`src/rtl/mips_step_ctrl_if.sv`:
```
// mips_step_ctrl_if: valid/ready trace record bus from the stepping controller to a consumer
// (display or UART formatter). The controller holds one captured record per executed step.
//   valid  master->slave  record available, payload stable while valid
//   ready  slave->master  consumer accepts the record this cycle
//   pc     master->slave  captured PC (PC_W bits)
//   instr  master->slave  captured 32-bit instruction
//   alu    master->slave  captured ALU result (DATA_W bits)
//   flags  master->slave  captured {regwr, memwr}
interface mips_step_ctrl_if #(
   parameter int unsigned PC_W   = 6,
   parameter int unsigned DATA_W = 8
);
   logic              valid;
   logic              ready;
   logic [PC_W-1:0]   pc;
   logic [31:0]       instr;
   logic [DATA_W-1:0] alu;
   logic [1:0]        flags;

   modport master (output valid, pc, instr, alu, flags, input ready);
   modport slave  (input valid, pc, instr, alu, flags, output ready);
endinterface

```
`src/rtl/mips_step_ctrl.sv`:
```
// mips_step_ctrl: stepping/trace controller for Soc_Mips. Drives the SoC reset and clock enable,
// executes single steps or free-runs, and captures PC/instruction/ALU/flags after every step
// into a valid/ready trace record.
// Ports:
//   clk, rst            system clock; synchronous active-low reset
//   step_req            one-cycle pulse, execute one instruction (only honoured in idle)
//   run_req             level, free-run while high
//   cpu_rst_req         one-cycle pulse, re-reset the SoC (highest priority, any state)
//   pc_in .. memwr_in   SoC debug outputs sampled one cycle after the enable pulse
//   cpu_rst, cpu_ce     active-high SoC reset and one-instruction clock enable
//   cycle_cnt           saturating count of instructions executed since the last reset
//   trace               trace record bus (master side)
// Optional breakpoint (define MIPS_STEP_BP_EN): bp_addr, bp_en in; bp_hit out (sticky).
// All outputs are registered.
module mips_step_ctrl #(
   parameter int unsigned RST_CYCLES = 4,
   parameter int unsigned CNT_W      = 16,
   parameter int unsigned PC_W       = 6,
   parameter int unsigned DATA_W     = 8
) (
   input  logic              clk,
   input  logic              rst,
   input  logic              step_req,
   input  logic              run_req,
   input  logic              cpu_rst_req,
   input  logic [PC_W-1:0]   pc_in,
   input  logic [31:0]       instr_in,
   input  logic [DATA_W-1:0] alu_in,
   input  logic              regwr_in,
   input  logic              memwr_in,
`ifdef MIPS_STEP_BP_EN
   input  logic [PC_W-1:0]   bp_addr,
   input  logic              bp_en,
   output logic              bp_hit,
`endif
   output logic              cpu_rst,
   output logic              cpu_ce,
   output logic [CNT_W-1:0]  cycle_cnt,
   mips_step_ctrl_if.master  trace
);

   localparam int unsigned HOLD_W = $clog2(RST_CYCLES + 1);

   typedef enum logic [2:0] {StRstHold, StIdle, StStep, StCapture, StWait} state_e;

   state_e              state_q, state_d;
   logic [HOLD_W-1:0]   hold_q, hold_d;
   logic [CNT_W-1:0]    cnt_q, cnt_d;
   logic                cpu_rst_q, cpu_ce_q;
   logic                valid_q, valid_d;
   logic [PC_W-1:0]     pc_q, pc_d;
   logic [31:0]         instr_q, instr_d;
   logic [DATA_W-1:0]   alu_q, alu_d;
   logic [1:0]          flags_q, flags_d;
   logic                bp_hit_q, bp_hit_d;
   // Run mode stays blocked after a breakpoint until run_req has been seen low.
   logic                run_blk_q, run_blk_d;
   logic                run_ok;
   logic                bp_match;

`ifdef MIPS_STEP_BP_EN
   assign bp_match = bp_en && (pc_q == bp_addr);
   assign bp_hit   = bp_hit_q;
`else
   assign bp_match = 1'b0;
`endif

   assign run_ok = run_req && !run_blk_q;

   always_comb begin
      state_d   = state_q;
      hold_d    = hold_q;
      cnt_d     = cnt_q;
      valid_d   = valid_q;
      pc_d      = pc_q;
      instr_d   = instr_q;
      alu_d     = alu_q;
      flags_d   = flags_q;
      bp_hit_d  = bp_hit_q;
      run_blk_d = run_blk_q && run_req;

      if (cpu_rst_req) begin
         // The request cycle's own edge is the first hold cycle, hence the -1.
         state_d   = StRstHold;
         hold_d    = HOLD_W'(RST_CYCLES - 1);
         cnt_d     = '0;
         valid_d   = 1'b0;
         bp_hit_d  = 1'b0;
         run_blk_d = 1'b0;
      end else begin
         unique case (state_q)
            StRstHold: begin
               if (hold_q == '0) state_d = StIdle;
               else              hold_d  = hold_q - 1'b1;
            end
            StIdle: begin
               if (step_req) begin
                  state_d  = StStep;
                  bp_hit_d = 1'b0;
               end else if (run_ok) begin
                  state_d = StStep;
               end
            end
            StStep: begin
               state_d = StCapture;
               if (cnt_q != '1) cnt_d = cnt_q + 1'b1;
            end
            StCapture: begin
               // SoC outputs already show the post-step state here.
               state_d = StWait;
               valid_d = 1'b1;
               pc_d    = pc_in;
               instr_d = instr_in;
               alu_d   = alu_in;
               flags_d = {regwr_in, memwr_in};
            end
            StWait: begin
               if (trace.ready) begin
                  valid_d = 1'b0;
                  if (bp_match) begin
                     state_d   = StIdle;
                     bp_hit_d  = 1'b1;
                     run_blk_d = 1'b1;
                  end else if (run_ok) begin
                     state_d = StStep;
                  end else begin
                     state_d = StIdle;
                  end
               end
            end
            default: state_d = StRstHold;
         endcase
      end
   end

   always_ff @(posedge clk) begin
      if (!rst) begin
         state_q   <= StRstHold;
         hold_q    <= HOLD_W'(RST_CYCLES);
         cnt_q     <= '0;
         cpu_rst_q <= 1'b1;
         cpu_ce_q  <= 1'b0;
         valid_q   <= 1'b0;
         pc_q      <= '0;
         instr_q   <= '0;
         alu_q     <= '0;
         flags_q   <= '0;
         bp_hit_q  <= 1'b0;
         run_blk_q <= 1'b0;
      end else begin
         state_q   <= state_d;
         hold_q    <= hold_d;
         cnt_q     <= cnt_d;
         cpu_rst_q <= (state_d == StRstHold);
         cpu_ce_q  <= (state_d == StStep);
         valid_q   <= valid_d;
         pc_q      <= pc_d;
         instr_q   <= instr_d;
         alu_q     <= alu_d;
         flags_q   <= flags_d;
         bp_hit_q  <= bp_hit_d;
         run_blk_q <= run_blk_d;
      end
   end

   assign cpu_rst     = cpu_rst_q;
   assign cpu_ce      = cpu_ce_q;
   assign cycle_cnt   = cnt_q;
   assign trace.valid = valid_q;
   assign trace.pc    = pc_q;
   assign trace.instr = instr_q;
   assign trace.alu   = alu_q;
   assign trace.flags = flags_q;

endmodule

```
`src/flat_wrapper.sv`:
```
// flat-port wrapper written by rule: the top's interface ports become plain ports
module mips_step_ctrl_flat 
#(
   parameter int unsigned RST_CYCLES = 4,
   parameter int unsigned CNT_W      = 16,
   parameter int unsigned PC_W       = 6,
   parameter int unsigned DATA_W     = 8
)
  (clk, rst, step_req, run_req, cpu_rst_req, pc_in, instr_in, alu_in, regwr_in, memwr_in, cpu_rst, cpu_ce, cycle_cnt, trace_valid, trace_pc, trace_instr, trace_alu, trace_flags, trace_ready);
  mips_step_ctrl_if #(.PC_W(PC_W), .DATA_W(DATA_W)) trace_i ();
  input  logic clk;
  input  logic rst;
  input  logic step_req;
  input  logic run_req;
  input  logic cpu_rst_req;
  input  logic [PC_W-1:0] pc_in;
  input  logic [31:0] instr_in;
  input  logic [DATA_W-1:0] alu_in;
  input  logic regwr_in;
  input  logic memwr_in;
  output logic cpu_rst;
  output logic cpu_ce;
  output logic [CNT_W-1:0] cycle_cnt;
  output wire logic [$bits(trace_i.valid)-1:0] trace_valid;
  output wire logic [$bits(trace_i.pc)-1:0] trace_pc;
  output wire logic [$bits(trace_i.instr)-1:0] trace_instr;
  output wire logic [$bits(trace_i.alu)-1:0] trace_alu;
  output wire logic [$bits(trace_i.flags)-1:0] trace_flags;
  input wire logic [$bits(trace_i.ready)-1:0] trace_ready;
  assign trace_valid = trace_i.valid;
  assign trace_pc = trace_i.pc;
  assign trace_instr = trace_i.instr;
  assign trace_alu = trace_i.alu;
  assign trace_flags = trace_i.flags;
  assign trace_i.ready = trace_ready;
  mips_step_ctrl #(.RST_CYCLES(RST_CYCLES), .CNT_W(CNT_W), .PC_W(PC_W), .DATA_W(DATA_W)) u_core (.clk(clk), .rst(rst), .step_req(step_req), .run_req(run_req), .cpu_rst_req(cpu_rst_req), .pc_in(pc_in), .instr_in(instr_in), .alu_in(alu_in), .regwr_in(regwr_in), .memwr_in(memwr_in), .cpu_rst(cpu_rst), .cpu_ce(cpu_ce), .cycle_cnt(cycle_cnt), .trace(trace_i));
endmodule
```
`config.mk`:
```
export PLATFORM = sky130hd
export DESIGN_NAME = mips_step_ctrl_flat
export DESIGN_NICKNAME = d
export VERILOG_FILES = /design/src/rtl/mips_step_ctrl_if.sv /design/src/rtl/mips_step_ctrl.sv /design/src/flat_wrapper.sv
export SDC_FILE = /design/constraint.sdc
export NUM_CORES = 1
export LEC_CHECK = 0
export ABC_AREA = 1
export CORE_MARGIN = 2
export CORE_UTILIZATION = 30
export CTS_CLUSTER_DIAMETER = 30
export DETAILED_ROUTE_END_ITERATION = 7
export DONT_BUFFER_PORTS = 1
export SYNTH_ARGS = -nofsm -noshare
export SYNTH_HDL_FRONTEND = slang
export SYNTH_SLANG_ARGS = --single-unit
```
`constraint.sdc`:
```
create_clock -name clk -period 4.19 [get_ports clk]
set_clock_uncertainty 0.1 [all_clocks]
set_input_delay 0.838 -clock clk [delete_from_list [all_inputs] [get_ports clk]]
set_output_delay 0.838 -clock clk [all_outputs]
set_load 0.1 [all_outputs]
```
Word level (Yosys, flattened, before mapping):

Cells that the tools add are included.

* add/sub/neg operators: 2
* equality and inequality tests: 8
* multiplexer cells: 12
* bitwise logic cells: 2
* reduce and logical (&&, ||, !) cells: 13

Operators by type and width (number)
* 2-to-1 mux 3 bit: 8
* adder 16 x 1 -> 16 bit, second input constant: 1
* != test 16 bit, second input constant: 1
* case mux 3 bit (5 select lines): 1
* equality test 3 x 2 -> 1 bit, second input constant: 3
* zero test 3 bit: 3
* AND reduction 2 bit: 4
* != test 2 bit, second input constant: 2
* nonzero test 2 bit: 2
* equality test 3 x 1 -> 1 bit, second input constant: 1
* equality test 3 bit, second input constant: 1
* subtractor 3 x 1 -> 3 bit, second input constant: 1
* logical AND 1 bit: 2
* 2-to-1 mux 2 bit: 1
* inverter 1 bit: 2
* case mux 1 bit (2 select lines): 1
* OR reduction 2 bit: 1
* zero test 1 bit: 1
* 2-to-1 mux 1 bit: 1

* flip-flop bits (word level): 74
* bits of input ports: 54
* output and inout bits: 67
* word-level logic and storage cells: 48

Longest topological paths before layout:

Gate-level depths: netlist (run 1).

* depth in word-level cells: 7
* depth in mapped cells: 10
* mapped depth without buffers: 10

Least setup slack after synthesis (run 1):

No wires, ideal clock.

* path kind: register -> register
* start: register u_core.cnt_q[0] (netlist: u_core.cycle_cnt[0])
* end: register u_core.cnt_q[2] (netlist: u_core.cycle_cnt[2])
* setup time: 67 ps
* arrival time: 2220 ps
* slack: 1803 ps
* stages on the path, launching flop included: 9
* clock period less this slack: 2387 ps
* cells stage by stage: dfxtp_1 > ha_1 > nand3_2 > clkinv_2 > nand2_2 > o21ai_2 > buf_6 > nand2_1 > a21oi_2

* word-level cells in the longest chain between the ends: 2
* elaborated cells on any way between the ends: 3
* those cells by class: 1 x add/sub; 1 x eq/ne; 1 x reduce/logical

RTL lines
* from (decl): RTL line mips_step_ctrl.sv:48 `logic [CNT_W-1:0] cnt_q, cnt_d;`
* from (signal assigned): RTL line mips_step_ctrl.sv:153 `cnt_q <= cnt_d;`
* parallel branches: the longest is 2 deep, another holds adder 16 x 1 -> 16 bit

Parallel ways; which one is timed is not known.
A chain may end at the register's enable or synchronous reset.

Worst setup path after layout (run 1):

* start: register u_core.alu_q[1] (netlist: u_core.trace.alu[1])
* end: output trace_alu[1]

RTL lines
* from (decl): RTL line mips_step_ctrl.sv:53 `logic [DATA_W-1:0] alu_q, alu_d;`
* from (signal assigned): RTL line mips_step_ctrl.sv:159 `alu_q <= alu_d;`
* to (decl): RTL line flat_wrapper.sv:27 `output wire logic [$bits(trace_i.alu)-1:0] trace_alu;`

No word-level cell between the ends.

==> results of run 1 <==
## cell families after synthesis
logic type | share of synthesized area
buf+inv | 0.06677
simple gates | 0.2927
xor+xnor | 0.01710
compound gates | 0.1291
fa+ha+maj | 0.01222
flops | 0.4821
## layer usage
| metal | vias to the layer above | track usage | part of all wire |
|---|---|---|---|
| li1 | 1378 | - | - |
| met1 | 1234 | 0.1548 | 0.43 |
| met2 | 128 | 0.2309 | 0.45 |
| met3 | 11 | 0.06308 | 0.10 |
| met4 | 0 | 0.04667 | 0.011 |
| met5 | - | 0 | 0 |
## area by class of cell
cell class	count	share of cell area
clock inverter	6	0.02608
sequential	74	0.4230
clock buffer	9	0.03537
multi-input combinational	305	0.3959
tap	133	0.04752
inverter	31	0.03358
timing repair buffer	18	0.03859
## stage by stage
step	cells	hold WS, ns	total power [W]
4_1_cts	576	0.3520	0.001376
3_3_place_gp	561	0.3284	0.0007610
2_1_floorplan	429	0.3220	0.0007613
6_report	576	0.3478	0.001354
3_5_place_dp	561	0.3402	0.0007618
5_1_grt	576	0.3785	0.001415
## layout by cell type (no fill, tap or decap)
cell type and n:
sky130_fd_sc_hd__a21oi_2 4, sky130_fd_sc_hd__o21ai_2 1, sky130_fd_sc_hd__bufinv_16 2, sky130_fd_sc_hd__nor2_1 123
sky130_fd_sc_hd__clkbuf_8 9, sky130_fd_sc_hd__inv_6 1, sky130_fd_sc_hd__nand3_1 15, sky130_fd_sc_hd__buf_4 18
sky130_fd_sc_hd__o21ai_1 2, sky130_fd_sc_hd__nor3_1 1, sky130_fd_sc_hd__a21oi_1 16, sky130_fd_sc_hd__clkinv_4 2
sky130_fd_sc_hd__nand3_2 2, sky130_fd_sc_hd__nor2_4 1, sky130_fd_sc_hd__nor2_2 3, sky130_fd_sc_hd__dfxtp_1 74
sky130_fd_sc_hd__nand4_1 7, sky130_fd_sc_hd__xor2_1 2, sky130_fd_sc_hd__o21ai_0 51, sky130_fd_sc_hd__xnor2_1 4
sky130_fd_sc_hd__inv_1 30, sky130_fd_sc_hd__nand2_2 2, sky130_fd_sc_hd__ha_1 3, sky130_fd_sc_hd__o31ai_1 1
sky130_fd_sc_hd__nand2_1 67, sky130_fd_sc_hd__clkinv_2 2
## path summary, 6_finish.rpt
check / end / from / depth (start not counted)
min: u_core.run_blk_q / u_core.run_blk_q / 2
max: trace_alu[1] / u_core.trace.alu[1] / 0
max reg2reg: u_core.cycle_cnt[3] / u_core.cycle_cnt[1] / 8
min reg2reg: u_core.run_blk_q / u_core.run_blk_q / 2
## sequential cells by signal (all words and copies together) (netlist names), 2 cells and up
name,count
u_core.cycle_cnt,16
u_core.hold_q,3
u_core.state_q,3
u_core.trace.alu,8
u_core.trace.flags,2
u_core.trace.instr,32
u_core.trace.pc,6
## power groups by stage
stage | Sequential (W) | Clock, W | Combinational [W]
global placement | 0.000732 | 0 | 0.0000285
global route | 0.000717 | 0.000665 | 0.0000329
finish | 0.000716 | 0.000609 | 0.0000290
detailed placement | 0.000733 | 0 | 0.0000292
floorplan | 0.000732 | 0 | 0.0000290
CTS | 0.000716 | 0.000631 | 0.0000293
==> reports/qor.tcl, run 1 <==
set qor(final.period_utilization) 0.5424
set qor(timing.final.hold_violations) 0
set qor(clk_latency_ns) 0.34
set qor(layout_cell_share_with_drive_strength_beyond_1) 0.1061
set qor(postRouteAntennaNets) 0
set qor(initial_utilization) 0.3115
set qor(proportion_of_netlist_area_held_by_the_largest_area_contributor) 0.4821
set qor(cp_data_arrival_time_ns) 1.33
set qor(reg2reg_setup_slack_ns) 1.98
set qor(multiInputGateArea_sq_um) 1386
set qor(number_of_instances_resized_during_post_cts_repair) 0
set qor(endpoint_kind) {output pin}
set qor(async_flop_share) 0
set qor(syn_to_final_growth_pct) 13.97
set qor(synth_flop_cell) {sky130_fd_sc_hd__dfxtp_1}
set qor(crit_type) {reg2out}
set qor(grt_first_pass_wirelength_um) 12350
set qor(clk_transition_reported_paths_ns) 0.08
set qor(dp_worst_setup_slack_ns) 1.978
set qor(cap_violations) 0
set qor(setup_total_negative_slack_ns) 0
set qor(clock_root_buffer) {sky130_fd_sc_hd__clkbuf_8}
set qor(crit_path_start_kind) {flip-flop}
set qor(grt_pass1_vias) 2665
set qor(hp-class) {reg2reg}
set qor(cell_internal_pwr_w) 0.001052
set qor(routed_via_density) 4.776
set qor(post-synth-top-area-cell) {sky130_fd_sc_hd__dfxtp_1}
set qor(layout_setup_ws_ns) 1.917
set qor(cts_setup_buffers) 0
set qor(power.combinational.fraction) 0.021
set qor(layout_min_cycle_time_ns) 2.273
set qor(drt_pass1_iterations) 4
set qor(design_area_sq_um) 3502
set qor(power_density_nw_per_um2) 386.6
set qor(postLayoutCoreUtil) 0.3550
set qor(antenna_found_initial) 0
set qor(achievable_clock_frequency_mhz) 440.0
set qor(clockPowerShare) 0.450
set qor(io_pins) 121
set qor(slew-limit-headroom) 0.3223
set qor(postPlaceCellArea_sq_um) 3287
set qor(post_synth_main_area_contributors) {sky130_fd_sc_hd__dfxtp_1 48%, sky130_fd_sc_hd__nor2_1 15%, sky130_fd_sc_hd__o21ai_0 8.3%, sky130_fd_sc_hd__nand2_1 8.2%, sky130_fd_sc_hd__inv_1 3.7%}
set qor(fp.dieH_um) 105.2
set qor(yosys-top-cells-count) {123 x sky130_fd_sc_hd__nor2_1, 74 x sky130_fd_sc_hd__dfxtp_1, 67 x sky130_fd_sc_hd__nand2_1}
set qor(final_setup_fails) 0
set qor(synth.avg_cell_area_sq_um) 7.163
set qor(drt-total-wl_um) 7581
set qor(number_of_buffers_on_the_longest_clock_path) 2
set qor(die_area_sq_um) 11070
set qor(grt_setup_unrepaired) {false}
set qor(syn-num-nets) 486
set qor(syn_inst) 429
set qor(post_drt_wl_per_cell_um) 13.16
set qor(cts_max_level) 3
set qor(synth-edff-count) 0
set qor(run_status) {completed}
set qor(area.sequential_sq_um) 1481
set qor(netSwitchingFraction) 0.2230
set qor(netlist_area_sq_um) 3073
set qor(antenna-diode-count) 0
set qor(ys_warn_count) 0
set qor(post-synth-top-count-cell) {sky130_fd_sc_hd__nor2_1}
set qor(largest_net_degree_at_the_start_of_global_routing) 54
set qor(gr-usage-all-layers) 0.1379
set qor(clock_sinks) 74
set qor(dpl.hpwl_um) 5242
set qor(die_width_um) 105.2
set qor(first_iter_violations) 148
set qor(nNetsFinal) 496
set qor(maxSlewViolCount) 0
set qor(gp_congestion) 0.8197
set qor(synth.lib_cells_used.distinct) 26
set qor(power.sequential.fraction) 0.529
set qor(postSynthRegisterBits) 74
set qor(ir_drop_mv) 0.1737
set qor(remaining_drc_errors) 0
set qor(total_leakage_power_nw) 1.488
set qor(p_sw_w) 0.0003020
set qor(coreArea_sq_um) 9864
set qor(vias_after_detailed_routing) 2751
set qor(fillers) 1042
set qor(cts_hold_repair.buffers) 0
set qor(worst_slew_pin_slew_ns) 1.015
set qor(gr_ovfl_total) 0
set qor(synth.yosys.seq_area_share) 0.4821
set qor(num_rows) 36
set qor(clock_tree_from_tritoncts) {done}
set qor(crit_path_max_fanout) 2
set qor(crit_required_ns) 3.25
set qor(input_output_buffers) 0
set qor(tritoncts.num_buffers) 9
Power figures use the tool's default switching activity.
==> run 2, diff against run 1 <==
- clock period: 4.19 -> 2.25 ns (I/O delays scaled with it)
==> reports/qor.tcl, run 2 (synthesis results as in run 1) <==
set qor(num_rows) 36 ;# unchanged
set qor(grt_setup_unrepaired) {false} ;# unchanged
set qor(critical-path-slowest-cell) {sky130_fd_sc_hd__dfxtp_2}
set qor(path_common_cell) {sky130_fd_sc_hd__nand2_1}
set qor(die_area_sq_um) 11070 ;# unchanged
set qor(cts_hold_repair.buffers) 0 ;# unchanged
set qor(cts_setup_buffers) 0 ;# unchanged
set qor(total_leakage_power_nw) 1.789 ;# was 1.488 nW
set qor(antenna-diode-count) 0 ;# unchanged
set qor(cpPeakStageDelay_ns) 0.34
set qor(syn_to_final_growth_pct) 27.65 ;# was 13.97%
set qor(cap_violations) 0 ;# unchanged
set qor(fp.dieH_um) 105.2 ;# unchanged
set qor(post_drt_wl_per_cell_um) 11.98 ;# was 13.16 um
set qor(worst_slew_pin_slew_ns) 0.5340 ;# was 1.015 ns
set qor(antenna_found_initial) 0 ;# unchanged
set qor(power_density_nw_per_um2) 640.8 ;# was 386.6 nW/um^2
set qor(layout_commonest_cell) {sky130_fd_sc_hd__nor2_1} ;# unchanged
set qor(hp-class) {in2reg} ;# was reg2reg
set qor(slew-limit-headroom) 0.6436 ;# was 0.3223
set qor(dpl.cell_count) 614 ;# was 561
set qor(grt_first_pass_wirelength_um) 12160 ;# was 12350 um
set qor(die_width_um) 105.2 ;# unchanged
set qor(ir_drop_mv) 0.4060 ;# was 0.1737 mV
set qor(layout_min_cycle_time_ns) 1.769
set qor(crit_path_start_kind) {flip-flop} ;# unchanged
set qor(number_of_instances_resized_during_post_cts_repair) 0 ;# unchanged
set qor(r2r-start) {u_core.cycle_cnt[0]} ;# was u_core.cycle_cnt[1]
set qor(drt-total-wl_um) 7548 ;# was 7581 um
set qor(first_iter_violations) 128 ;# was 148
set qor(cts_max_level) 3 ;# unchanged
set qor(input_output_buffers) 0 ;# unchanged
set qor(gr-usage-all-layers) 0.1373 ;# was 0.1379
set qor(clk_latency_ns) 0.34 ;# about the same
set qor(clock_tree_from_tritoncts) {done} ;# unchanged
set qor(final.period_utilization) 0.7863
set qor(nNetsFinal) 549 ;# was 496
set qor(crit_type) {reg2reg} ;# was reg2out
set qor(tritoncts.num_buffers) 9 ;# unchanged
set qor(grt_pass1_vias) 2805 ;# was 2665
set qor(remaining_drc_errors) 0 ;# unchanged
set qor(timing.critical_path.cells) {buf_4 > inv_1 > nor2_1 > nand2_1 > o21ai_0 > nand2_1 > nand2_1 > a21oi_1}
set qor(stdcell_count) 630 ;# was 576
set qor(cp_data_arrival_time_ns) 1.88 ;# was 1.33 ns
set qor(endpoint_kind) {flip-flop} ;# was output pin
set qor(maxSlewViolCount) 0 ;# unchanged
set qor(largest_net_degree_at_the_start_of_global_routing) 54 ;# unchanged
set qor(gr_ovfl_total) 0 ;# unchanged
set qor(final_setup_fails) 0 ;# unchanged
set qor(layout_common_cells) {123 x sky130_fd_sc_hd__nor2_1, 72 x sky130_fd_sc_hd__dfxtp_1, 70 x sky130_fd_sc_hd__buf_4} ;# was 123 x sky130_fd_sc_hd__nor2_1, 74 x sky130_fd_sc_hd__dfxtp_1, 67 x sky130_fd_sc_hd__nand2_1
set qor(setup_total_negative_slack_ns) 0 ;# unchanged
set qor(timing.final.hold_violations) 0 ;# unchanged
set qor(hold_path_startpoint) {rst} ;# was u_core.run_blk_q
set qor(postRouteAntennaNets) 0 ;# unchanged
set qor(crit_path_max_fanout) 6 ;# was 2
set qor(min_delay_worst_endpoint) {u_core.hold_q[2]} ;# was u_core.run_blk_q
set qor(initial_utilization) 0.3115 ;# unchanged
set qor(run_status) {completed} ;# unchanged
set qor(dpl.hpwl_um) 5370 ;# was 5242 um
set qor(clk_transition_reported_paths_ns) 0.08 ;# about the same
set qor(layout_cell_share_with_drive_strength_beyond_1) 0.2072 ;# was 0.1061
set qor(crit_required_ns) 2.36 ;# was 3.25 ns
set qor(max_reg_flops) 32 ;# unchanged
set qor(number_of_buffers_on_the_longest_clock_path) 2 ;# unchanged
set qor(clock_root_buffer) {sky130_fd_sc_hd__clkbuf_8} ;# unchanged
set qor(r2r_end) {u_core.cycle_cnt[15]} ;# was u_core.cycle_cnt[3]
set qor(io_pins) 121 ;# unchanged
set qor(gp_congestion) 0.7855 ;# was 0.8197
set qor(achievable_clock_frequency_mhz) 565.3
set qor(reg2reg_setup_slack_ns) 0.48 ;# was 1.98 ns
set qor(vias_after_detailed_routing) 2862 ;# was 2751
set qor(worst_r2r_path_depth) 8 ;# unchanged
set qor(routed_via_density) 4.543 ;# was 4.776
set qor(postPlaceCellArea_sq_um) 3700 ;# was 3287 sq um
set qor(drt_pass1_iterations) 4 ;# unchanged
set qor(clock_sinks) 74 ;# unchanged
set qor(min_path_cells) 1 ;# was 2
set qor(design_area_sq_um) 3923 ;# was 3502 sq um
set qor(coreArea_sq_um) 9864 ;# unchanged
-- run 2: changes by cell type in the layout (fill, tap and decap cells not counted) --
cell / change
sky130_fd_sc_hd__buf_12: +1
sky130_fd_sc_hd__dfxtp_2: +2
sky130_fd_sc_hd__clkbuf_8: +4
sky130_fd_sc_hd__bufinv_16: -1
sky130_fd_sc_hd__dfxtp_1: -2
sky130_fd_sc_hd__buf_4: +52
sky130_fd_sc_hd__clkinv_4: -2
-- run 2: worst max path at each step --
stage / start / end / slack [ns] / cells past startpoint
2_1_floorplan: u_core.cycle_cnt[7] / u_core.cycle_cnt[2] / 0.08 / 7
3_3_place_gp: u_core.cycle_cnt[0] / u_core.cycle_cnt[15] / 0.53 / 8
3_5_place_dp: u_core.cycle_cnt[0] / u_core.cycle_cnt[2] / 0.49 / 7
4_1_cts: u_core.cycle_cnt[0] / u_core.cycle_cnt[2] / 0.48 / 7
5_1_grt: u_core.cycle_cnt[0] / u_core.cycle_cnt[2] / 0.31 / 7
6_report: u_core.cycle_cnt[0] / u_core.cycle_cnt[15] / 0.48 / 8
-- run 2: critical path: cells and delay by family (launching register included) --
| family | cells | cell delay (ns) |
|---|---|---|
| flip-flops | 1 | 0.34 |
| buffers and inverters | 2 | 0.43 |
| AND/OR/NAND/NOR | 4 | 0.52 |
| AO/OA/AOI/OAI | 2 | 0.25 |
-- run 2: through the flow --
step           setup slack (ns)  hold WS, ns  power [W]    util
6_report                 0.4809      0.07978   0.002514  0.3976
5_1_grt                  0.3066      0.04807   0.002618  0.3976
4_1_cts                  0.4796      0.05710   0.002555  0.3976
3_5_place_dp             0.4927       0.3317   0.001422  0.3751
3_3_place_gp             0.5280       0.3284   0.001420  0.3751
2_1_floorplan           0.08087       0.3220   0.001418       -
-- run 2: power breakdown --
group          internal [W]  switching (W)  total [W]
logic             0.0000218      0.0000482  0.0000700
registers           0.00132     0.00000452    0.00132
clock network      0.000636       0.000487    0.00112
total               0.00197       0.000539    0.00251
-- run 2: area by class of cell --
type / instances / area (sq um)
Inverter: 31 / 117.6
Clock inverter: 3 / 43.79
Clock buffer: 13 / 178.9
Timing Repair Buffer: 71 / 545.5
Sequential cell: 74 / 1484
Tap cell: 133 / 166.4
Fill cell: 1024 / 5942
Multi-Input combinational cell: 305 / 1386
-- run 2: per-layer routing --
| metal | global-route usage | up-vias | part of all wire |
|---|---|---|---|
| met5 | 0 | - | 0 |
| met4 | 0.04762 | 0 | 0.010 |
| met3 | 0.06122 | 6 | 0.093 |
| met1 | 0.1510 | 1267 | 0.43 |
| met2 | 0.2341 | 103 | 0.46 |
| li1 | - | 1486 | - |
==> run 3, diff against run 2 <==
- clock period: 2.25 -> 1.6 ns (I/O delays scaled with it)
==> reports/qor.tcl, run 3 (synthesis results as in run 1) <==
set qor(run_status) {completed} ;# unchanged
set qor(nNetsFinal) 578 ;# was 549
set qor(fillers) 967 ;# was 1024
set qor(clockPowerShare) 0.418 ;# was 0.447
set qor(fp.dieH_um) 105.2 ;# unchanged
set qor(layout_common_cells) {122 x sky130_fd_sc_hd__nor2_1, 77 x sky130_fd_sc_hd__buf_4, 61 x sky130_fd_sc_hd__nand2_1} ;# was 123 x sky130_fd_sc_hd__nor2_1, 72 x sky130_fd_sc_hd__dfxtp_1, 70 x sky130_fd_sc_hd__buf_4
set qor(stdcell_count) 658 ;# was 630
set qor(multiInputGateArea_sq_um) 1440 ;# was 1386 sq um
set qor(initial_utilization) 0.3115 ;# unchanged
set qor(tritoncts.num_buffers) 9 ;# unchanged
set qor(clock_root_buffer) {sky130_fd_sc_hd__clkbuf_8} ;# unchanged
set qor(cpLargestDelayFamily) {flip-flops} ;# was simple AND/OR/NAND/NOR gates
set qor(die_area_sq_um) 11070 ;# unchanged
set qor(final.period_utilization) 0.9491 ;# was 0.7863
set qor(crit_required_ns) 1.76 ;# was 2.36 ns
set qor(gr_ovfl_total) 0 ;# unchanged
set qor(layout_cell_share_with_drive_strength_beyond_1) 0.2590 ;# was 0.2072
set qor(drt-total-wl_um) 8245 ;# was 7548 um
set qor(grt_setup_unrepaired) {true} ;# was false
set qor(worst_slew_pin_slew_ns) 0.3573 ;# was 0.5340 ns
set qor(postRouteAntennaNets) 0 ;# unchanged
set qor(io_pins) 121 ;# unchanged
set qor(grt_pass1_vias) 2958 ;# was 2805
set qor(routed_via_density) 4.555 ;# was 4.543
set qor(endpoint_kind) {flip-flop} ;# unchanged
set qor(maxSlewViolCount) 0 ;# unchanged
set qor(vias_after_detailed_routing) 2997 ;# was 2862
set qor(critical-path-slowest-cell) {sky130_fd_sc_hd__dfxtp_4} ;# was sky130_fd_sc_hd__dfxtp_2
set qor(timing.critical_path.cells) {ha_4 > nand3_4 > clkinv_4 > nand2_4 > nor2_2 > nor2_2 > buf_4 > buf_4 > nand2_1 > a21oi_1} ;# was buf_4 > inv_1 > nor2_1 > nand2_1 > o21ai_0 > nand2_1 > nand2_1 > a21oi_1
set qor(layout_commonest_cell) {sky130_fd_sc_hd__nor2_1} ;# unchanged
set qor(coreArea_sq_um) 9864 ;# unchanged
set qor(p_sw_w) 0.0008146 ;# was 0.0005394 W
set qor(total_leakage_power_nw) 1.935 ;# was 1.789 nW
set qor(max_reg_flops) 32 ;# unchanged
set qor(number_of_buffers_on_the_longest_clock_path) 2 ;# unchanged
set qor(die_width_um) 105.2 ;# unchanged
set qor(antenna-diode-count) 0 ;# unchanged
set qor(layout_min_cycle_time_ns) 1.519 ;# was 1.769 ns
set qor(gr-usage-all-layers) 0.1502 ;# was 0.1373
set qor(power_density_nw_per_um2) 799.9 ;# was 640.8 nW/um^2
set qor(grt_first_pass_wirelength_um) 13590 ;# was 12160 um
set qor(cp_data_arrival_time_ns) 1.68 ;# was 1.88 ns
set qor(dpl.hpwl_um) 5508 ;# was 5370 um
set qor(remaining_drc_errors) 0 ;# unchanged
set qor(ir_drop_mv) 0.4276 ;# was 0.4060 mV
set qor(slew-limit-headroom) 0.7618 ;# was 0.6436
set qor(power.combinational.fraction) 0.048 ;# was 0.028
set qor(num_rows) 36 ;# unchanged
set qor(clock_tree_from_tritoncts) {done} ;# unchanged
set qor(area.sequential_sq_um) 1541 ;# was 1484 sq um
set qor(dpl.cell_count) 617 ;# was 614
set qor(clock_sinks) 74 ;# unchanged
set qor(setup_total_negative_slack_ns) 0 ;# unchanged
set qor(syn_to_final_growth_pct) 39.54 ;# was 27.65%
set qor(cpPeakStageDelay_ns) 0.38 ;# was 0.34 ns
set qor(timing.final.hold_violations) 0 ;# unchanged
set qor(crit_path_start_kind) {flip-flop} ;# unchanged
set qor(cts_max_level) 3 ;# unchanged
set qor(worst-path-buf-inv) 3 ;# was 2
set qor(drt_pass1_iterations) 4 ;# unchanged
set qor(cell_internal_pwr_w) 0.002615 ;# was 0.001974 W
set qor(gp_congestion) 0.8359 ;# was 0.7855
set qor(achievable_clock_frequency_mhz) 658.5 ;# was 565.3 MHz
set qor(final_setup_fails) 0 ;# unchanged
set qor(crit_type) {reg2reg} ;# unchanged
set qor(netSwitchingFraction) 0.2375 ;# was 0.2146
set qor(power.sequential.fraction) 0.534 ;# was 0.526
set qor(hp-class) {in2reg} ;# unchanged
set qor(first_iter_violations) 94 ;# was 128
set qor(input_output_buffers) 0 ;# unchanged
set qor(post_drt_wl_per_cell_um) 12.53 ;# was 11.98 um
set qor(cap_violations) 0 ;# unchanged
set qor(antenna_found_initial) 0 ;# unchanged
set qor(crit_path_max_fanout) 7 ;# was 6
set qor(clk_latency_ns) 0.34 ;# about the same
set qor(largest_net_degree_at_the_start_of_global_routing) 49 ;# was 54
set qor(clk_transition_reported_paths_ns) 0.08 ;# about the same
run 3: changes by cell type in the layout (fill, tap and decap cells not counted), sizes merged:
cell         previous run  this run
buf                    71        81
inv                    31        33
dlygate4sd3             0        19
clkinv                  2         3
clkbuf                 13         9
run 3: through the flow:
stage          worst slack, ns  power (W)  cell area (sq um)  hold slack, ns    util
2_1_floorplan         -0.02079   0.001968               3188          0.3220       -
3_3_place_gp           0.07458   0.001974               3816          0.3030  0.3869
3_5_place_dp           0.02435   0.001979               3816          0.3172  0.3869
4_1_cts               0.004839   0.003495               4194       0.0001570  0.4252
5_1_grt               -0.04189   0.003594               4288       0.0008391  0.4347
6_report               0.08147   0.003430               4288         0.02333  0.4347
run 3: power by group through the flow:
stage	logic, W	clock network (W)	registers (W)
after floorplan	0.0000770	0	0.00189
after global placement	0.000100	0	0.00187
after detailed placement	0.000105	0	0.00187
after CTS	0.000158	0.00151	0.00183
after global routing	0.000184	0.00158	0.00183
final	0.000166	0.00143	0.00183
run 3: path summary, 6_finish.rpt:
| check | start | endpoint | slack (ns) | depth (start not counted) |
|---|---|---|---|---|
| worst max register to register | u_core.cycle_cnt[0] | u_core.cycle_cnt[7] | 0.08 | 10 |
| worst max-delay path | u_core.cycle_cnt[0] | u_core.cycle_cnt[7] | 0.08 | 10 |
| worst min-delay path | rst | u_core.trace.instr[27] | 0.02 | 2 |
| worst min register to register | u_core.run_blk_q | u_core.run_blk_q | 0.34 | 2 |
run 3: layout make-up:
cell class / instances / share of cell area
multi-input cells: 305 / 0.3359
inverters: 31 / 0.02830
repair buffers: 100 / 0.1938
well taps: 133 / 0.03881
clock inverters: 6 / 0.01488
clock buffers: 9 / 0.02889
flip-flops and latches: 74 / 0.3595
run 3: per-layer routing:
metal	vias up	GRT usage	routed length, um	share of wire
met5	-	0	0	0
met4	0	0.03238	34	0.0041
met3	4	0.05628	623	0.076
met2	102	0.2673	4015	0.49
met1	1348	0.1704	3570	0.43
li1	1543	-	-	-
run 3: repair_timing:
item | CTS | global route
hold buffers | 18 | 2
resized for setup | 0 | 6
endpoints found under the setup margin | 0 | 23
setup buffers | 0 | 6
hold endpoints to repair | 40 | 2
